--- config.mk ---
export PLATFORM = sky130hd
export DESIGN_NAME = doughnut_sequencer
export DESIGN_NICKNAME = d
export VERILOG_FILES = /design/src/rtl/oled_pkg.sv /design/src/rtl/ring_pixel.sv /design/src/rtl/doughnut_sequencer.sv
export SDC_FILE = /design/constraint.sdc
export NUM_CORES = 1
export LEC_CHECK = 0
export CORE_ASPECT_RATIO = 0.7
export CORE_UTILIZATION = 40
export CTS_CLUSTER_SIZE = 25
export DETAILED_ROUTE_END_ITERATION = 10
export HOLD_SLACK_MARGIN = 0.12
export SLEW_MARGIN = 20
export SYNTH_ARGS = -nofsm -noshare
export SYNTH_HDL_FRONTEND = slang
export SYNTH_HIERARCHICAL = 1
export SYNTH_SLANG_ARGS = --single-unit
--- constraint.sdc ---
create_clock -name clk25 -period 26.9 [get_ports clk25]
set_input_delay 2.69 -clock clk25 [delete_from_list [all_inputs] [get_ports clk25]]
set_output_delay 2.69 -clock clk25 [all_outputs]
set_load 0.005 [all_outputs]
--- src/rtl/oled_pkg.sv ---
// Shared OLED geometry, FSM state encoding and ring palette.
// Used by the ring sequencer and its per-pixel comparator.
package oled_pkg;

  localparam int OLED_W = 96;
  localparam int OLED_H = 64;
  localparam int CX     = 48;
  localparam int CY     = 32;
  localparam int PIXELS = 6144;

  typedef enum logic [1:0] {
    IDLE   = 2'd0,
    GROW   = 2'd1,
    HOLD   = 2'd2,
    SHRINK = 2'd3
  } state_t;

  // RGB565: red, green, blue, yellow (entry 0 in the low word)
  localparam logic [3:0][15:0] PALETTE = {
    16'hFFE0, 16'h001F, 16'h07E0, 16'hF800
  };

endpackage

--- src/rtl/ring_pixel.sv ---
// Combinational ring hit test for one OLED pixel.
// Distance is squared to avoid a root; all squares fit 12 bits.
module ring_pixel
  import oled_pkg::*;
(
  input  logic [12:0] pixel_index,
  input  logic [5:0]  r_inner,
  input  logic [5:0]  r_outer,
  input  logic [15:0] color,
  output logic [15:0] hit_color
);

  logic [6:0]         px;
  logic [6:0]         py;
  logic signed [7:0]  dx;
  logic signed [7:0]  dy;
  logic signed [15:0] dxe;
  logic signed [15:0] dye;
  logic [15:0]        dx2;
  logic [15:0]        dy2;
  logic [11:0]        d2;
  logic [11:0]        ri_e;
  logic [11:0]        ro_e;
  logic [11:0]        ri2;
  logic [11:0]        ro2;

  assign px  = 7'(pixel_index % 13'(OLED_W));
  assign py  = 7'(pixel_index / 13'(OLED_W));
  assign dx  = {1'b0, px} - 8'(CX);
  assign dy  = {1'b0, py} - 8'(CY);
  assign dxe = 16'(dx);
  assign dye = 16'(dy);
  assign dx2 = dxe * dxe;
  assign dy2 = dye * dye;
  assign d2  = 12'(dx2 + dy2);

  assign ri_e = {6'd0, r_inner};
  assign ro_e = {6'd0, r_outer};
  assign ri2  = ri_e * ri_e;
  assign ro2  = ro_e * ro_e;

  // Inclusive band between the two radii
  always_comb begin
    hit_color = 16'd0;
    if (d2 >= ri2 && d2 <= ro2)
      hit_color = color;
  end

endmodule

--- src/rtl/doughnut_sequencer.sv ---
// Frame-locked grow/hold/shrink ring animation controller.
// Radii move only on frame ticks; pixel colour is registered.
module doughnut_sequencer
  import oled_pkg::*;
#(
  parameter int R_MIN       = 4,
  parameter int R_MAX       = 26,
  parameter int THICK       = 2,
  parameter int FRAME_DIV   = 2,
  parameter int HOLD_FRAMES = 30
)(
  input  logic        clk25,
  input  logic        rst,
  input  logic [12:0] pixel_index,
  input  logic        start,
  input  logic        stop,
  output logic [15:0] pixel_color,
  output logic [5:0]  r_inner,
  output logic [5:0]  r_outer,
  output logic        busy,
  output logic        done,
  output logic [1:0]  state
);

  localparam logic [5:0]  RMIN    = 6'(R_MIN);
  localparam logic [5:0]  RMAX    = 6'(R_MAX);
  localparam logic [5:0]  THK     = 6'(THICK);
  localparam logic [15:0] FD_LAST = 16'(FRAME_DIV - 1);
  localparam logic [15:0] HF_LAST = 16'(HOLD_FRAMES - 1);

  state_t      st, st_n;
  logic [5:0]  ri, ri_n;
  logic [1:0]  pal, pal_n;
  logic        sp, sp_n;
  logic [15:0] hc, hc_n;
  logic [15:0] fc, fc_n;
  logic        done_n;
  logic [12:0] prev;
  logic        tick;
  logic        step;
  logic [15:0] hit;

  assign tick    = (pixel_index == 13'd0) && (prev != 13'd0);
  assign step    = tick && (fc == FD_LAST);
  assign busy    = (st != IDLE);
  assign state   = st;
  assign r_inner = ri;
  assign r_outer = busy ? ri + THK : 6'd0;

  ring_pixel u_ring (
    .pixel_index (pixel_index),
    .r_inner     (ri),
    .r_outer     (r_outer),
    .color       (PALETTE[pal]),
    .hit_color   (hit)
  );

  // Next state, radius, palette and counters
  always_comb begin
    st_n   = st;
    ri_n   = ri;
    pal_n  = pal;
    sp_n   = sp;
    hc_n   = hc;
    done_n = 1'b0;
    fc_n   = fc;
    if (tick)
      fc_n = (fc == FD_LAST) ? 16'd0 : fc + 16'd1;
    unique case (st)
      IDLE: begin
        if (start) begin
          st_n = GROW;
          ri_n = RMIN;
          sp_n = stop;
          fc_n = 16'd0;
        end
      end
      GROW: begin
        sp_n = sp | stop;
        if (step) begin
          ri_n = ri + 6'd1;
          if (ri + 6'd1 == RMAX) begin
            st_n = HOLD;
            hc_n = 16'd0;
          end
        end
      end
      HOLD: begin
        sp_n = sp | stop;
        if (tick) begin
          hc_n = hc + 16'd1;
          if (hc == HF_LAST)
            st_n = SHRINK;
        end
      end
      SHRINK: begin
        sp_n = sp | stop;
        if (step) begin
          ri_n = ri - 6'd1;
          if (ri - 6'd1 == RMIN) begin
            pal_n = pal + 2'd1;
            if (sp) begin
              st_n   = IDLE;
              ri_n   = 6'd0;
              sp_n   = 1'b0;
              done_n = 1'b1;
            end else begin
              st_n = GROW;
              fc_n = 16'd0;
            end
          end
        end
      end
      default: st_n = IDLE;
    endcase
  end

  // Control registers and registered pixel output
  always_ff @(posedge clk25) begin
    if (rst) begin
      st          <= IDLE;
      ri          <= 6'd0;
      pal         <= 2'd0;
      sp          <= 1'b0;
      hc          <= 16'd0;
      fc          <= 16'd0;
      done        <= 1'b0;
      pixel_color <= 16'd0;
    end else begin
      st          <= st_n;
      ri          <= ri_n;
      pal         <= pal_n;
      sp          <= sp_n;
      hc          <= hc_n;
      fc          <= fc_n;
      done        <= done_n;
      pixel_color <= busy ? hit : 16'd0;
    end
  end

  // Previous pixel index for frame-start detection
  always_ff @(posedge clk25) begin
    prev <= pixel_index;
  end

endmodule

### After elaboration in Yosys (flattened, before gate mapping)

Index checks and enable logic that the tools add are counted.

* register bits after elaboration: 73

* bitwise logic cells: 6
* multiplexer cells: 35
* add/sub/neg operators: 9
* reductions and logical operators: 16
* multiply operators: 4
* eq/ne operators: 14
* divide/modulo/power cells: 2
* magnitude comparators: 3

Operator list (number)
* $mux W16: 10
* $pmux W16 S2: 2
* $mux W6: 6
* $add A16 B1 Y16 const B: 2
* $bmux W16 S2: 1
* $mul A6 B6 Y12: 2
* $mul A8 B8 Y12: 2
* $pmux W6 S3: 1
* $eq A16 B1 Y1 const B: 1
* $eq A16 B5 Y1 const B: 1
* $sub A7 B6 Y8 const B: 2
* $mux W2: 7
* $ne A2 B2 Y1 const B: 7
* $div A13 B7 Y13 const B: 1
* $logic_not A13 Y1: 1
* $mod A13 B7 Y13 const B: 1
* $reduce_bool A13 Y1: 1
* $add A12 B12 Y12: 1
* $ge A12 B12 Y1: 1
* $le A12 B12 Y1: 1
* $pmux W2 S4: 1
* $reduce_and A4 Y1: 2
* $reduce_and A7 Y1: 1
* $add A6 B1 Y6 const B: 1
* other kinds (20): 33

### Depth between registers and ports, before layout

* depth in word-level cells: 8
* mapped depth: 38
* gate-level depth less buffers: 35

### Hierarchy

The synthesis kept the hierarchy.

Modules (own cells, without submodules)
* ring_pixel: cells an instance 692, instances 1, area an instance 5856.9 µm², seq. area each 0.0 µm²
* doughnut_sequencer: cells an instance 402, instances 1, area an instance 3482.1 µm², seq. area each 1461.4 µm²

### Worst setup path after synthesis

OpenSTA, ideal clock, no wires.

* path kind: input-to-reg
* start point: input port pixel_index[8]
* end point: register pixel_color[5]
* path slack: 16.046 ns
* buffers on the path: 2
* stages on the path: 36
* data arrival time: 10.795 ns
* library setup time: 0.059 ns
* cell sequence: buf_2 > or3b_2 > o2bb2a_1 > nand2b_1 > nand4_1 > o21ai_0 > o21a_1 > mux2_2 > ha_1 > xor2_1 > nand2_1 > fa_1 > fa_1 > inv_1 > fa_1 > fa_1 > fa_1 > inv_1 > fa_1 > inv_1 > ha_1 > inv_1 > o21bai_1 > a21o_1 > nand2_1 > nor2b_1 > xnor2_1 > ha_1 > a21o_1 > a21o_1 > a211oi_1 > o21ai_0 > a21oi_1 > clkbuf_1 > and2_1 > and2_1

* cells in the longest elaborated chain, start to end: 8
* elaborated cells between the ends (all ways): 12
* those cells by class: add/sub: 3; mul: 2; div: 2; order compare: 2; bitwise: 1; reduce/logical: 2

Ends and longest elaborated chain
* start, declared: RTL line doughnut_sequencer.sv:14 `input logic [12:0] pixel_index,`
* $mod A13 B7 Y13 / $div A13 B7 Y13 (equally long branches): RTL line ring_pixel.sv:27, ring_pixel.sv:28
* $sub A7 B6 Y8 (on tied branches): RTL line ring_pixel.sv:29, ring_pixel.sv:30
* $mul A8 B8 Y12 (on tied branches): RTL line ring_pixel.sv:33, ring_pixel.sv:34
* $add A12 B12 Y12 (*): RTL line ring_pixel.sv:35 `assign d2 = 12'(dx2 + dy2);`
* $ge A12 B12 Y1 / $le A12 B12 Y1 (equally long branches): RTL line ring_pixel.sv:45 `if (d2 >= ri2 && d2 <= ro2)`
* $logic_and A1 B1 Y1 (*): RTL line ring_pixel.sv:45
* $not A1 Y1 (no line) (*)
* $reduce_or A3 Y1 (no line) (*)
* end signal, assigned: RTL line doughnut_sequencer.sv:137 `pixel_color <= busy ? hit : 16'd0;`
* end, declared: RTL line doughnut_sequencer.sv:17 `output logic [15:0] pixel_color,`

Mark *: on every way between the ends. The rest lies on a longest branch, timed or not.
A chain may end at the register's enable or synchronous reset.

### Worst setup path after layout

* start point: input port pixel_index[9]
* end point: register pixel_color[7]

The elaborated chain is that of the path after synthesis.

==> run summary <==
status: finished clean
gpl congestion: 0.855
area growth from synthesis to layout: 11.3%
drt via density: 4.98
fin crit period: 12,520 ps
Top Ports: 49
cell taking the most area after synthesis: fa_1
# resized after CTS: 0
Nets: 1,329
period utilisation layout: 0.465
Total Wirelength: 20,400 um
DR pass1 iterations: 5
Min-Delay Path Class: flip-flop to flip-flop
Final Max Tran Viols: 0
sequential element share of the synthesized area: 0.156
RSZ-0062 raised after global routing: false
top post-synthesis cells by count: 163 x inv_1, 107 x ha_1, 89 x fa_1
register bit total from synthesis: 73
Die ar.: 24,000 um2
CTS max path bufs: 2
top cells by area, synth: fa_1 19%, dfxtp_1 16%, ha_1 14%, inv_1 6.6%, xnor2_1 5.0%
Clock Skew: 9.26 ps
layout cells sized above 1: 0.0491
filler instances: 2,276
post-synthesis compound-gate area fraction: 0.115
Max-slew headroom: 0.274
most frequent CP cell: fa_1
CTS clk-pin slew, worst paths: 60 ps
Startpoint Class: input pin
global-route wire length before repair: 35,000 um
CP max FO: 26
Mapped Avg Cell Area: 8.54 um2
Synth Area in Adders: 0.336
clk sink count: 73
CTS H-tree lvls: 3
Distinct cells, synth: 80
hold_buf cts: 0
Detailed Route Iter0 Violations: 413
largest net degree at the start of global routing: 31
Initial Util: 0.410
antenna violations before repair: 0
syn_nets: 1,307
Synth top area share: 0.191
largest family of logic cells by synthesized area: adder cells
warnings from Yosys: 6
CTS tree: built
Crit path largest cell delay: 860 ps
number of diodes: 0
worst-skew pair later-pin latency: 330 ps
Bufs and invs on worst path: 4
Die Wd: 185 um
wire length per cell: 14.2 um
core area: 22,800 um2
CP delay by family, top: adder cells
Post-synth ARST share: 0
DP HPWL: 15,900 um
Post-Synth XOR/XNOR Area: 0.0715
GRT Total Usage: 0.181
Residual DRC: 0
Post-synth EDFFs: 0
FF/Latch Area: 1460 um2
synthesized area: 9340 um2
Slew @ Worst Pin: 1060 ps
PortBufs: 48
top-count cell post-synth: inv_1
Peak Freq: 79.9 MHz
root buf cell: clkbuf_16
Critical Path End Type: flip-flop
worst setup path class: input pin to flip-flop
setup tns final: 0 ps
max-cap viol count: 0
die height: 130 um
multiplexer share of the synthesized area: 0.0111
number of global-route vias before repair: 6,914
ys flop type: dfxtp_1
Synth Area in Simple Gates: 0.219
antenna-violating nets left: 0
Mapped Cells: 1,094
GRT overflow: 0
Row Count: 46
Crit-path slowest cell: clkdlybuf4s50_1
Final setup viols: 0
CTS Buf Count: 9
worst path required time: 27,170 ps
detailed-route via count: 7,136
Post-CTS Setup Inserts: 0
Multi-input gate area: 7040 um2
WP data arrival: 12,790 ps
Fin. Hold Viols: 0
## kinds of logic (layout without fill, tap and decap cells)
family / Yosys count / in the layout
and+or+nand+nor: 367 / 367
buffers and inverters: 208 / 235
adders and majority gates: 198 / 198
AOI/OAI and AO/OA: 165 / 165
xor gates and xnor gates: 73 / 73
DFF: 73 / 73
muxes: 10 / 10
## worst register-to-register path, delay by kind of cell (launching register included)
kind / cells / cell delay, ps
adder cells (fa/ha/maj): 6 / 2670
AO/OA/AOI/OAI: 8 / 2170
AND/OR/NAND/NOR: 9 / 1380
flip-flops: 1 / 720
XOR/XNOR: 2 / 340
buffers and inverters: 1 / 40
## per-stage QoR
stage,hold slack [ps],util,setup WS (ps),std cells,area (um2)
2_1_floorplan,457,-,16050,1094,9340
5_1_grt,528,0.456,13710,1433,10400
6_report,487,0.456,14380,1433,10400
3_5_place_dp,484,0.440,14060,1417,10000
3_3_place_gp,476,0.440,14270,1417,10000
4_1_cts,493,0.456,14390,1433,10400
## metal layers
metal | part of all wire | vias to the layer above | GRT usage
met4 | 0.0040 | 0 | 0.0190
li1 | - | 3647 | -
met5 | 0 | - | 0
met3 | 0.040 | 7 | 0.0324
met1 | 0.55 | 3372 | 0.284
met2 | 0.41 | 110 | 0.263
## state kept, by name (all words and copies together), names as in the netlist
signal,count
fc,16
hc,16
pixel_color,16
prev,13
r_inner,6
pal,2
state,2
done,1
sp,1
## cell usage in the layout, fill, tap and decap left out, drive strengths merged, types with 13 or more instances in the layout
cell type	n
inv	167
ha	107
fa	89
nor2	77
dfxtp	73
nand2	71
and2	66
xnor2	54
a21oi	53
clkdlybuf4s50	48
o21ai	39
nand2b	22
nor2b	18
xor2	18
a21o	17
nor4	16
nor3	14
nand3	13
## area by class of cell
type | count | area share
multi-input cells | 813 | 0.677
well taps | 312 | 0.0376
repair buffers | 52 | 0.0491
inverters | 167 | 0.0603
clock buffers | 9 | 0.0217
clock inverters | 7 | 0.0136
flip-flops and latches | 73 | 0.141
## worst paths after layout
check / startpoint / endpoint / slack, ps / cells after the start
setup / recovery: pixel_index[9] / pixel_color[7] / 14380 / 34
hold / removal: hc[1] / hc[1] / 490 / 2
setup reg to reg: r_inner[2] / pixel_color[7] / 19520 / 26
hold reg to reg: hc[1] / hc[1] / 490 / 2
Power is not shown: default switching activity piles up to over one toggle a cycle in this logic, so the estimate is an artifact.
